==> src/rtl/axis_pkg.sv <==
// Shared defaults and types for the axis_m stream master.
package axis_pkg;

  localparam int unsigned DefWidth = 32;
  localparam int unsigned DefDepth = 4;

  typedef logic [15:0] pkt_cnt_t;

  typedef struct packed {
    logic                last;
    logic [DefWidth-1:0] data;
  } beat_t;

endpackage

==> src/rtl/axis_m_if.sv <==
// Producer-side and AXI-Stream handshake bundle for axis_m.
interface axis_m_if #(
  parameter int unsigned WIDTH = axis_pkg::DefWidth
);

  logic             valid_in;
  logic [WIDTH-1:0] data_in;
  logic             last_in;
  logic             ready_in;
  logic [WIDTH-1:0] m_axis_tdata;
  logic             m_axis_tvalid;
  logic             m_axis_tlast;
  logic             m_axis_tready;

  // axis_m side: accepts producer beats, drives the stream.
  modport master (
    input  valid_in, data_in, last_in, m_axis_tready,
    output ready_in, m_axis_tdata, m_axis_tvalid, m_axis_tlast
  );

  // Producer / downstream side.
  modport slave (
    output valid_in, data_in, last_in, m_axis_tready,
    input  ready_in, m_axis_tdata, m_axis_tvalid, m_axis_tlast
  );

endinterface

==> src/rtl/axis_m_buf.sv <==
// Circular first-word-fall-through beat buffer with occupancy level.
module axis_m_buf
  import axis_pkg::*;
#(
  parameter int unsigned WIDTH = DefWidth,
  parameter int unsigned DEPTH = DefDepth,
  localparam int unsigned AW   = $clog2(DEPTH),
  localparam int unsigned LvlW = AW + 1
) (
  input  logic             clk_i,
  input  logic             rst_ni,
  input  logic             push_i,
  input  logic [WIDTH-1:0] wdata_i,
  input  logic             wlast_i,
  input  logic             pop_i,
  output logic [WIDTH-1:0] rdata_o,
  output logic             rlast_o,
  output logic [LvlW-1:0]  level_o,
  output logic             full_o,
  output logic             empty_o
);

  logic [AW-1:0]   wr_ptr_q, wr_ptr_d;
  logic [AW-1:0]   rd_ptr_q, rd_ptr_d;
  logic [LvlW-1:0] level_q, level_d;
  logic [WIDTH:0]  mem_q [DEPTH];

  // DEPTH is a power of two, so natural pointer overflow is the modulo wrap.
  always_comb begin
    wr_ptr_d = wr_ptr_q;
    rd_ptr_d = rd_ptr_q;
    level_d  = level_q;
    if (push_i) wr_ptr_d = wr_ptr_q + AW'(1);
    if (pop_i)  rd_ptr_d = rd_ptr_q + AW'(1);
    unique case ({push_i, pop_i})
      2'b10:   level_d = level_q + LvlW'(1);
      2'b01:   level_d = level_q - LvlW'(1);
      default: level_d = level_q;
    endcase
  end

  always_ff @(posedge clk_i or negedge rst_ni) begin
    if (!rst_ni) begin
      wr_ptr_q <= '0;
      rd_ptr_q <= '0;
      level_q  <= '0;
    end else begin
      wr_ptr_q <= wr_ptr_d;
      rd_ptr_q <= rd_ptr_d;
      level_q  <= level_d;
    end
  end

  // Storage is only observed behind a non-zero level, so it carries no reset.
  always_ff @(posedge clk_i) begin
    if (push_i) mem_q[wr_ptr_q] <= {wlast_i, wdata_i};
  end

  assign {rlast_o, rdata_o} = mem_q[rd_ptr_q];
  assign level_o            = level_q;
  assign full_o             = (level_q == LvlW'(DEPTH));
  assign empty_o            = (level_q == '0);

endmodule

==> src/rtl/axis_m.sv <==
// AXI-Stream master: buffers producer beats and presents them on m_axis_*.
// Define AXIS_M_PKT_CNT_EN to enable the completed-packet counter on pkt_cnt.
module axis_m
  import axis_pkg::*;
#(
  parameter int unsigned WIDTH = DefWidth,
  parameter int unsigned DEPTH = DefDepth
) (
  input  logic                       clk,
  input  logic                       rst_n,
  axis_m_if.master                   bus,
  output logic [$clog2(DEPTH):0]     level,
  output pkt_cnt_t                   pkt_cnt
);

  logic push, pop, full, empty;

  // No bypass: a full buffer refuses even when a pop happens the same cycle.
  assign bus.ready_in      = !full;
  assign bus.m_axis_tvalid = !empty;
  assign push              = bus.valid_in && !full;
  assign pop               = !empty && bus.m_axis_tready;

  axis_m_buf #(
    .WIDTH (WIDTH),
    .DEPTH (DEPTH)
  ) u_buf (
    .clk_i   (clk),
    .rst_ni  (rst_n),
    .push_i  (push),
    .wdata_i (bus.data_in),
    .wlast_i (bus.last_in),
    .pop_i   (pop),
    .rdata_o (bus.m_axis_tdata),
    .rlast_o (bus.m_axis_tlast),
    .level_o (level),
    .full_o  (full),
    .empty_o (empty)
  );

`ifdef AXIS_M_PKT_CNT_EN
  pkt_cnt_t pkt_cnt_q, pkt_cnt_d;

  always_comb begin
    pkt_cnt_d = pkt_cnt_q;
    if (pop && bus.m_axis_tlast) pkt_cnt_d = pkt_cnt_q + pkt_cnt_t'(1);
  end

  always_ff @(posedge clk or negedge rst_n) begin
    if (!rst_n) pkt_cnt_q <= '0;
    else        pkt_cnt_q <= pkt_cnt_d;
  end

  assign pkt_cnt = pkt_cnt_q;
`else
  assign pkt_cnt = '0;
`endif

endmodule
==> src/flat_wrapper.sv <==
// flat-port wrapper written by rule: the top's interface ports become plain ports
module axis_m_flat import axis_pkg::*;
#(
  parameter int unsigned WIDTH = DefWidth,
  parameter int unsigned DEPTH = DefDepth
)
  (clk, rst_n, level, pkt_cnt, bus_valid_in, bus_data_in, bus_last_in, bus_m_axis_tready, bus_ready_in, bus_m_axis_tdata, bus_m_axis_tvalid, bus_m_axis_tlast);
  axis_m_if #(.WIDTH(WIDTH)) bus_i ();
  input  logic clk;
  input  logic rst_n;
  output logic [$clog2(DEPTH):0] level;
  output pkt_cnt_t pkt_cnt;
  input wire logic [$bits(bus_i.valid_in)-1:0] bus_valid_in;
  input wire logic [$bits(bus_i.data_in)-1:0] bus_data_in;
  input wire logic [$bits(bus_i.last_in)-1:0] bus_last_in;
  input wire logic [$bits(bus_i.m_axis_tready)-1:0] bus_m_axis_tready;
  output wire logic [$bits(bus_i.ready_in)-1:0] bus_ready_in;
  output wire logic [$bits(bus_i.m_axis_tdata)-1:0] bus_m_axis_tdata;
  output wire logic [$bits(bus_i.m_axis_tvalid)-1:0] bus_m_axis_tvalid;
  output wire logic [$bits(bus_i.m_axis_tlast)-1:0] bus_m_axis_tlast;
  assign bus_i.valid_in = bus_valid_in;
  assign bus_i.data_in = bus_data_in;
  assign bus_i.last_in = bus_last_in;
  assign bus_i.m_axis_tready = bus_m_axis_tready;
  assign bus_ready_in = bus_i.ready_in;
  assign bus_m_axis_tdata = bus_i.m_axis_tdata;
  assign bus_m_axis_tvalid = bus_i.m_axis_tvalid;
  assign bus_m_axis_tlast = bus_i.m_axis_tlast;
  axis_m #(.WIDTH(WIDTH), .DEPTH(DEPTH)) u_core (.clk(clk), .rst_n(rst_n), .bus(bus_i), .level(level), .pkt_cnt(pkt_cnt));
endmodule
==> config.mk <==
export PLATFORM = sky130hd
export DESIGN_NAME = axis_m_flat
export DESIGN_NICKNAME = d
export VERILOG_FILES = /design/src/rtl/axis_pkg.sv /design/src/rtl/axis_m_if.sv /design/src/rtl/axis_m_buf.sv /design/src/rtl/axis_m.sv /design/src/flat_wrapper.sv
export SDC_FILE = /design/constraint.sdc
export NUM_CORES = 1
export LEC_CHECK = 0
export ABC_CLOCK_PERIOD_IN_PS = 2200
export CAP_MARGIN = 10
export CORE_MARGIN = 3
export CORE_UTILIZATION = 52
export DETAILED_ROUTE_END_ITERATION = 8
export PLACE_DENSITY = 0.87
export REMOVE_ABC_BUFFERS = 1
export SLEW_MARGIN = 20
export SYNTH_ARGS = -nofsm -noshare
export SYNTH_HDL_FRONTEND = slang
export SYNTH_SLANG_ARGS = --single-unit
==> constraint.sdc <==
create_clock -name clk -period 2.2 [get_ports clk]
set_input_delay 0.66 -clock clk [delete_from_list [all_inputs] [get_ports clk]]
set_output_delay 0.66 -clock clk [all_outputs]
set_load 0.05 [all_outputs]
==> results of run 1 <==
==> cell families after synthesis <==
kind of cell	share of synthesized area, %
xor gates and xnor gates	0.991
buffers and inverters	3.49
DFF	78.0
muxes	14.3
and+or+nand+nor	1.30
AOI/OAI and AO/OA	0.283
other	0.0707
adders and majority gates	1.56
==> worst paths after layout <==
kind / startpoint / cells after the start / endpoint
setup / recovery: u_core.u_buf.rd_ptr_q[0]$_DFFE_PN0P_ / 3 / bus_m_axis_tdata[2]
hold / removal: rst_n / 1 / u_core.u_buf.level_o[1]$_DFFE_PN0P_
setup reg to reg: u_core.u_buf.level_o[0]$_DFFE_PN0P_ / 10 / u_core.u_buf.level_o[2]$_DFFE_PN0P_
hold reg to reg: u_core.u_buf.level_o[2]$_DFFE_PN0P_ / 1 / u_core.u_buf.level_o[2]$_DFFE_PN0P_
max in group asynchronous: rst_n / 1 / u_core.u_buf.rd_ptr_q[1]$_DFFE_PN0P_
min in group clk: u_core.u_buf.level_o[2]$_DFFE_PN0P_ / 1 / u_core.u_buf.level_o[2]$_DFFE_PN0P_
==> cell type report <==
type / instances / area [µm²]
tap: 133 / 166
multi-input combinational: 74 / 1060
inverter: 6 / 25.0
clock buffer: 17 / 414
timing repair buffer: 97 / 1200
clock inverter: 15 / 191
sequential: 139 / 4140
fill: 574 / 2670
==> report_power, final <==
part / total (µW) / leakage, µW / switching (µW) / internal [µW]
Clock: 2840 / 0.000279 / 1090 / 1750
Combinational: 5300 / 0.000967 / 2970 / 2330
Sequential: 3710 / 0.00129 / 200 / 3510
Total: 11800 / 0.00254 / 4260 / 7590
==> routing by layer <==
layer	vias to the layer above	wire (µm)	GRT usage, %
met5	-	0	0
met4	0	82	5.48
met3	11	553	5.72
met2	86	4720	27.7
met1	1329	3790	23.3
li1	1120	-	-
==> metrics by stage <==
step / setup WS (ps) / TNS [ps]
5_1_grt: -385 / -12180
3_3_place_gp: -103 / -103
6_report: -303 / -9390
2_1_floorplan: -729 / -24470
4_1_cts: -346 / -10850
3_5_place_dp: -178 / -226
==> worst max-delay path, stage by stage, from the launching register on <==
cell,delay [ps]
dfrtp_2,410
buf_12,190
mux4_2,570
buf_12,170
==> Yosys cell counts (all sizes together) <==
master and count:
mux2 1, and3 4, fa 1, dfrtp 7, buf 24, nand2 2
or3b 1, inv 6, nor2 1, edfxtp 132, mux4 33, o21ai 1
xor2 3, ha 5, conb 1, o31a 1, xnor2 3, or3 1
and2 1
==> layout by cell type (no fill, tap or decap), drive strengths merged <==
| cell type | instances |
|---|---|
| o21ai | 1 |
| nor2 | 1 |
| o31a | 1 |
| and2 | 1 |
| edfxtp | 132 |
| or3 | 1 |
| ha | 5 |
| xor2 | 3 |
| nand2 | 2 |
| xnor2 | 3 |
| buf | 61 |
| or3b | 1 |
| clkinvlp | 5 |
| bufinv | 3 |
| clkbuf | 17 |
| and3 | 4 |
| mux2 | 1 |
| mux4 | 33 |
| clkdlybuf4s50 | 36 |
| dfrtp | 7 |
| clkinv | 3 |
| inv | 10 |
| fa | 1 |
| conb | 16 |
==> sequential cells by signal, indices dropped and copies added, names as in the netlist <==
name,flops
u_core.u_buf.wr_ptr_q,2
u_core.u_buf.mem_q,132
u_core.u_buf.rd_ptr_q,2
u_core.u_buf.level_o,3
==> repair_timing <==
| action | in CTS | in global routing |
|---|---|---|
| gates resized for setup | 29 | 7 |
| setup buffers | 4 | 1 |
| endpoints found under the setup margin | 35 | 36 |
| pin swaps | 1 | 6 |
==> out/results.ini, run 1 <==
[global_route]
grt_overflow = 0
grt_pass1_wl_mm = 14.6
grt_usage_pct = 17.4
antenna_found_initial = 0
grt_max_degree = 19
grt_pass1_vias = 2669

[worst_setup_path]
required_ps = 1540
critPathCaptureType = output port
rrSetupSlack_ps = -30
crit_type = reg2out
cp_max_fo = 16
arrival_ps = 1840
critPathLaunchType = flip-flop

[pwr]
powerDensity_nw_per_um2 = 1650
total_power_uw = 11800
leakagePower_uw = 0.00254
ir_drop_uv = 1150

[detailed_routing]
detail-route-antenna-nets = 0
drc = 0
vias = 2546
avgViaCountPerCell = 5.29
first_pass_iters = 4
dr.first_iter.drc_count = 113
wl_per_cell_um = 19.0
wl_mm = 9.15

[clock_tree]
hold_buffers = 0
cts_tree = built
clock-root-buffer = clkbuf_8
cts.htree.levels = 4
clockBufferDepth = 2
cts.sinks = 139
clk_pin_slew_ps = 60
clk_latency_ps = 510
cts_made_buffers = 17

[place]
place_area_um2 = 6420
port_buffers = 74
routabilityCongestion = 0.731
hpwl_mm = 5.63
dp_cells = 444

[logic_synthesis]
synth.avg_cell_area_um2 = 23.3
seq_area_frac_synth_pct = 78.0
synth_top_area_share_pct = 74.7
synth_seq_cells = 139
yosysWarnings = 0
synth_cells = 228
ys_types = 21
yosysTopAreaCell = edfxtp_1
syn_area_um2 = 5310
ys_top_cells_by_area = edfxtp_1, mux4_2, dfrtp_1

[job]
drv_cap = 0

[floorplanning]
design.die.area_um2 = 11500
dieWidth_um = 107
rows = 36
top_level_ports = 91
core_um2 = 9860
initial_utilization_pct = 53.8
die_height_um = 107

[cells_and_area]
n_antenna_cell = 0
fin_nets = 378
finalNonFillerCells = 481
fin_area_um2 = 7200
syn2layout_area_growth_pct = 35.7
final_util_pct = 73.0
drive_gt1_share_pct = 40.5

[hold_path]
hp-class = in2async

[timing]
hold_viol_final = 0
fmax_mhz = 399
fin_ws_ps = -303
whs_ps = 426
fin_skew_ps = 12.0
slew_violations = 0
finalCritPeriodShare_pct = 114
setup_viol = 36
rsz0062_at_grt = yes
period_needed_ps = 2500

[run_status]
violations = negative setup slack
status = finished with violations

No activity file was read; power rests on OpenSTA's default activity.
==> run 2: changes to the inputs <==
--- a/config.mk
+++ b/config.mk
@@ -11,7 +11,6 @@
 export CORE_UTILIZATION = 52
 export DETAILED_ROUTE_END_ITERATION = 8
 export PLACE_DENSITY = 0.87
-export REMOVE_ABC_BUFFERS = 1
 export SLEW_MARGIN = 20
 export SYNTH_ARGS = -nofsm -noshare
 export SYNTH_HDL_FRONTEND = slang
==> run 2 against run 1 <==
Against the previous run: the flow still finishes with violations (negative setup slack); via count is 2.7% lower; total power is 0.71% higher; critical path depth stayed put; flip-flop and latch count stayed put; worst hold slack better by 6.6 ps; cell count is 0.83% lower; maximum frequency is 0.42% lower; register-to-register slack better by 120 ps; sequential share of layout area is 0.64 points higher; cell area is 1.0% lower; wire length is 1.7% higher.
==> out/results.ini, run 2 (same netlist as run 1, synthesis figures left out) <==
[global_route]
grt_overflow = 0
use_met2_pct = 30.6
grt_pass1_vias = 2692
antenna_found_initial = 0
grt_usage_pct = 17.9
grt_max_degree = 34
grt_pass1_wl_mm = 14.7
busiest_layer = met2
grtUsageMet3_pct = 6.32
grt_use_met1_pct = 20.8

[worst_setup_path]
critPathCaptureType = output port
cp_max_fo = 14
crit_type = reg2out
r2r-start = u_core.u_buf.level_o[1]$_DFFE_PN0P_
rrSetupSlack_ps = 90
required_ps = 1540
r2r-end = u_core.u_buf.level_o[2]$_DFFE_PN0P_
r2r_cells = 9
arrival_ps = 1850
critPathLaunchType = flip-flop

[detailed_routing]
wl_mm = 9.31
wl_per_cell_um = 19.5
vias = 2476
first_pass_iters = 4
detail-route-antenna-nets = 0
avgViaCountPerCell = 5.19
drc = 0
dr.first_iter.drc_count = 107

[clock_tree]
cts_made_buffers = 17
clock-root-buffer = clkbuf_8
clk_latency_ps = 510
cts.sinks = 139
cts_tree = built
cts.htree.levels = 4
hold_buffers = 0
clockBufferDepth = 2
clk_pin_slew_ps = 60

[timing]
slew_violations = 0
setup_viol = 33
finalCritPeriodShare_pct = 114
fmax_mhz = 398
fin_ws_ps = -314
period_needed_ps = 2510
hold_viol_final = 0
fin_setup_tns_ps = -9440
rsz0062_at_grt = yes
fin_skew_ps = 14.4

[pwr]
powerDensity_nw_per_um2 = 1670
leakagePower_uw = 0.00251
ir_drop_uv = 1080

[cells_and_area]
seq_area_um2 = 4150
drive_gt1_share_pct = 40.4
largest_reg_flops = 132
n_antenna_cell = 0
syn2layout_area_growth_pct = 34.3
fillers = 583
fin_nets = 375
fin_area_um2 = 7120
largest-register = u_core.u_buf.mem_q
final_cell_mix = edfxtp_1, clkdlybuf4s50_1, mux4_2
final_util_pct = 72.2
final_common_cell = edfxtp_1
multi_input_area_um2 = 1070

[run_status]
status = finished with violations
violations = negative setup slack

[hold_path]
hp-class = in2async

[place]
place_area_um2 = 6330
routabilityCongestion = 0.722
hpwl_mm = 5.35
port_buffers = 74

[floorplanning]
rows = 36
dieWidth_um = 107
die_height_um = 107
core_um2 = 9860
top_level_ports = 91
initial_utilization_pct = 53.8
design.die.area_um2 = 11500

[job]
drv_cap = 0

-- run 2: where the power goes --
| part | internal [µW] | switching, µW | total [µW] |
|---|---|---|---|
| Clock | 2050 | 1010 | 3060 |
| Sequential | 3520 | 182 | 3700 |
| Combinational | 2190 | 2980 | 5170 |
-- run 2: layout make-up --
class                   count  share of cell area (%)
clock inverters            13                    3.14
inverters                   6                   0.316
repair buffers             94                    15.2
flip-flops and latches    139                    58.2
well taps                 133                    2.34
multi-input cells          74                    15.0
clock buffers              18                    5.87
-- run 2: how the worst max path moves through the flow --
stage                                         start                                  end  slack, ps  depth (start not counted)
6_report       u_core.u_buf.rd_ptr_q[0]$_DFFE_PN0P_                  bus_m_axis_tdata[0]       -310                          3
5_1_grt        u_core.u_buf.rd_ptr_q[0]$_DFFE_PN0P_                 bus_m_axis_tdata[12]       -390                          3
4_1_cts        u_core.u_buf.rd_ptr_q[0]$_DFFE_PN0P_                 bus_m_axis_tdata[28]       -360                          3
3_5_place_dp                      bus_m_axis_tready  u_core.u_buf.level_o[2]$_DFFE_PN0P_       -250                          8
3_3_place_gp                      bus_m_axis_tready  u_core.u_buf.level_o[2]$_DFFE_PN0P_        -70                          8
2_1_floorplan   u_core.u_buf.level_o[2]$_DFFE_PN0P_  u_core.u_buf.level_o[2]$_DFFE_PN0P_        -80                          9
-- run 2: stage by stage --
step / std cells / power (µW) / setup WS (ps) / hold WS (ps)
after floorplan: 243 / 6900 / -75.2 / 364
after global placement: 439 / 8520 / -73.1 / 494
after detailed placement: 439 / 8630 / -250 / 525
after CTS: 474 / 12000 / -365 / 418
after global routing: 477 / 12400 / -389 / 428
final: 477 / 11900 / -314 / 433
-- run 2: timing repair --
item	CTS	global route
resized for setup	23	3
setup endpoints to repair	36	36
buffers inserted	4	3
pin swaps	1	4
-- run 2: layer usage --
layer	share of wire [%]	vias up
met3	5.9	14
met1	38	1268
met2	54	82
li1	-	1112
met4	1.6	0
met5	0	-
-- run 2: worst max-delay path: stages, from the launching register on --
cell	delay [ps]
dfrtp_2	430
buf_12	190
mux4_2	560
buf_12	170
==> run 3: changes to the inputs <==
--- a/config.mk
+++ b/config.mk
@@ -7,10 +7,12 @@
 export LEC_CHECK = 0
 export ABC_CLOCK_PERIOD_IN_PS = 2200
 export CAP_MARGIN = 10
+export CELL_PAD_IN_SITES_DETAIL_PLACEMENT = 0
+export CELL_PAD_IN_SITES_GLOBAL_PLACEMENT = 1
 export CORE_MARGIN = 3
-export CORE_UTILIZATION = 52
+export CORE_UTILIZATION = 45
 export DETAILED_ROUTE_END_ITERATION = 8
-export PLACE_DENSITY = 0.87
+export PLACE_DENSITY = 0.86
 export SLEW_MARGIN = 20
 export SYNTH_ARGS = -nofsm -noshare
 export SYNTH_HDL_FRONTEND = slang
==> run 3 against run 2 <==
Against the previous run: the flow still finishes with violations (negative setup slack); die area grew 15%; setup slack gained 74 ps; worst hold slack improved by 90 ps; core utilization fell by 11 points; critical path depth rose by 1; sequential share of layout area up 0.78 points; wire length rose by 3.2%; total power down 5.5%; sequential power hardly changed; critical path type unchanged; highest routed layer unchanged.
==> out/results.ini, run 3 (same netlist as run 1, synthesis figures left out) <==
[run_status]
status = finished with violations
violations = negative setup slack

[worst_setup_path]
critPathLaunchType = flip-flop
arrival_ps = 1780
crit_type = reg2out
r2r-start = u_core.u_buf.level_o[1]$_DFFE_PN0P_
cp_max_fo = 5
critPathCaptureType = output port
required_ps = 1540
r2r_cells = 9
r2r-end = u_core.u_buf.level_o[2]$_DFFE_PN0P_
rrSetupSlack_ps = 90

[clock_tree]
clockBufferDepth = 2
cts_made_buffers = 17
clk_latency_ps = 400
hold_buffers = 0
clock-root-buffer = clkbuf_16
cts.htree.levels = 4
cts_tree = built
cts.sinks = 139
clk_pin_slew_ps = 50

[cells_and_area]
largest-register = u_core.u_buf.mem_q
final_cell_mix = edfxtp_1, clkdlybuf4s50_1, mux4_2
fin_area_um2 = 7030
largest_reg_flops = 132
fin_nets = 381
syn2layout_area_growth_pct = 32.5
drive_gt1_share_pct = 39.7
final_common_cell = edfxtp_1

[place]
place_area_um2 = 6400
port_buffers = 74
hpwl_mm = 6.22
routabilityCongestion = 0.709

[detailed_routing]
vias = 2532
wl_mm = 9.61
drc = 0
detail-route-antenna-nets = 0
avgViaCountPerCell = 5.13
wl_per_cell_um = 19.4
first_pass_iters = 4
dr.first_iter.drc_count = 149

[pwr]
powerDensity_nw_per_um2 = 1600
ir_drop_uv = 1020
leakagePower_uw = 0.00248

[timing]
fin_skew_ps = 7.34
slew_violations = 0
rsz0062_at_grt = yes
whs_ps = 522
finalCritPeriodShare_pct = 111
setup_viol = 33
hold_viol_final = 0
period_needed_ps = 2440
fmax_mhz = 410
fin_ws_ps = -240

[global_route]
grt_pass1_wl_mm = 15.1
antenna_found_initial = 0
grt_pass1_vias = 2721
grt_max_degree = 21
grt_overflow = 0
grt_usage_pct = 16.0

[floorplanning]
dieWidth_um = 115
top_level_ports = 91
core_um2 = 11500
die_height_um = 115
rows = 39
design.die.area_um2 = 13100
initial_utilization_pct = 46.3

[hold_path]
hp-class = in2async

[job]
drv_cap = 0

==> run 3: changes by cell type in the layout (fill, tap and decap cells not counted), moves of 2 or more <==
cell / previous run / this run
buf_4: 21 / 27
bufinv_16: 6 / 0
clkinv_2: 1 / 5
buf_8: 2 / 0
clkbuf_1: 1 / 3
clkinv_1: 2 / 4
clkinvlp_4: 3 / 1
==> run 3: critical path: stages (launching register included) <==
cell,delay [ps]
dfrtp_2,410
buf_4,160
buf_16,130
mux4_2,510
buf_6,170
==> run 3: report_power, final <==
part           internal [µW]  switching (µW)  leakage, µW
logic                   2220            3000     0.000955
registers               3520             202      0.00129
clock network           1400             940     0.000243
==> run 3: stage by stage <==
stage                     TNS [ps]  util, %  worst slack (ps)  power, µW  std cells
after floorplan              -75.2        -             -75.2       6900        243
after global placement       -85.7     55.8             -85.7       8620        457
after detailed placement      -206     55.8              -168       8730        457
after CTS                    -7580     61.3              -255      11400        493
after global routing         -9250     61.3              -306      11800        493
final                        -6940     61.3              -240      11300        494
==> run 3: repair_timing <==
item,4_1_cts,5_1_grt
pin swaps,0,1
setup buffers,4,0
endpoints found under the setup margin,33,35
gates resized for setup,20,1
cloned,1,0
==> run 3: area by class of cell <==
class                      count  area [µm²]
fill                         796        4440
sequential                   139        4150
timing repair buffer         100        1140
multi-input combinational     74        1050
clock buffer                  20         437
tap                          143         179
clock inverter                11        56.3
inverter                       6        22.5
antenna                        1        2.50
==> run 3: worst max path at each step <==
stage	start	end	depth (start not counted)
floorplan	u_core.u_buf.level_o[2]$_DFFE_PN0P_	u_core.u_buf.level_o[2]$_DFFE_PN0P_	9
global placement	bus_m_axis_tready	u_core.u_buf.level_o[2]$_DFFE_PN0P_	8
detailed placement	bus_valid_in	u_core.u_buf.level_o[2]$_DFFE_PN0P_	9
CTS	u_core.u_buf.rd_ptr_q[0]$_DFFE_PN0P_	bus_m_axis_tdata[1]	3
global route	u_core.u_buf.rd_ptr_q[0]$_DFFE_PN0P_	bus_m_axis_tdata[12]	4
finish	u_core.u_buf.rd_ptr_q[0]$_DFFE_PN0P_	bus_m_axis_tdata[9]	4
==> run 3: layer usage <==
layer / global-route usage, % / up-vias / share of wire [%]
met2: 25.1 / 88 / 51
met4: 6.02 / 0 / 1.5
li1: - / 1124 / -
met3: 5.87 / 15 / 6.5
met1: 20.4 / 1305 / 41
met5: 0 / - / 0
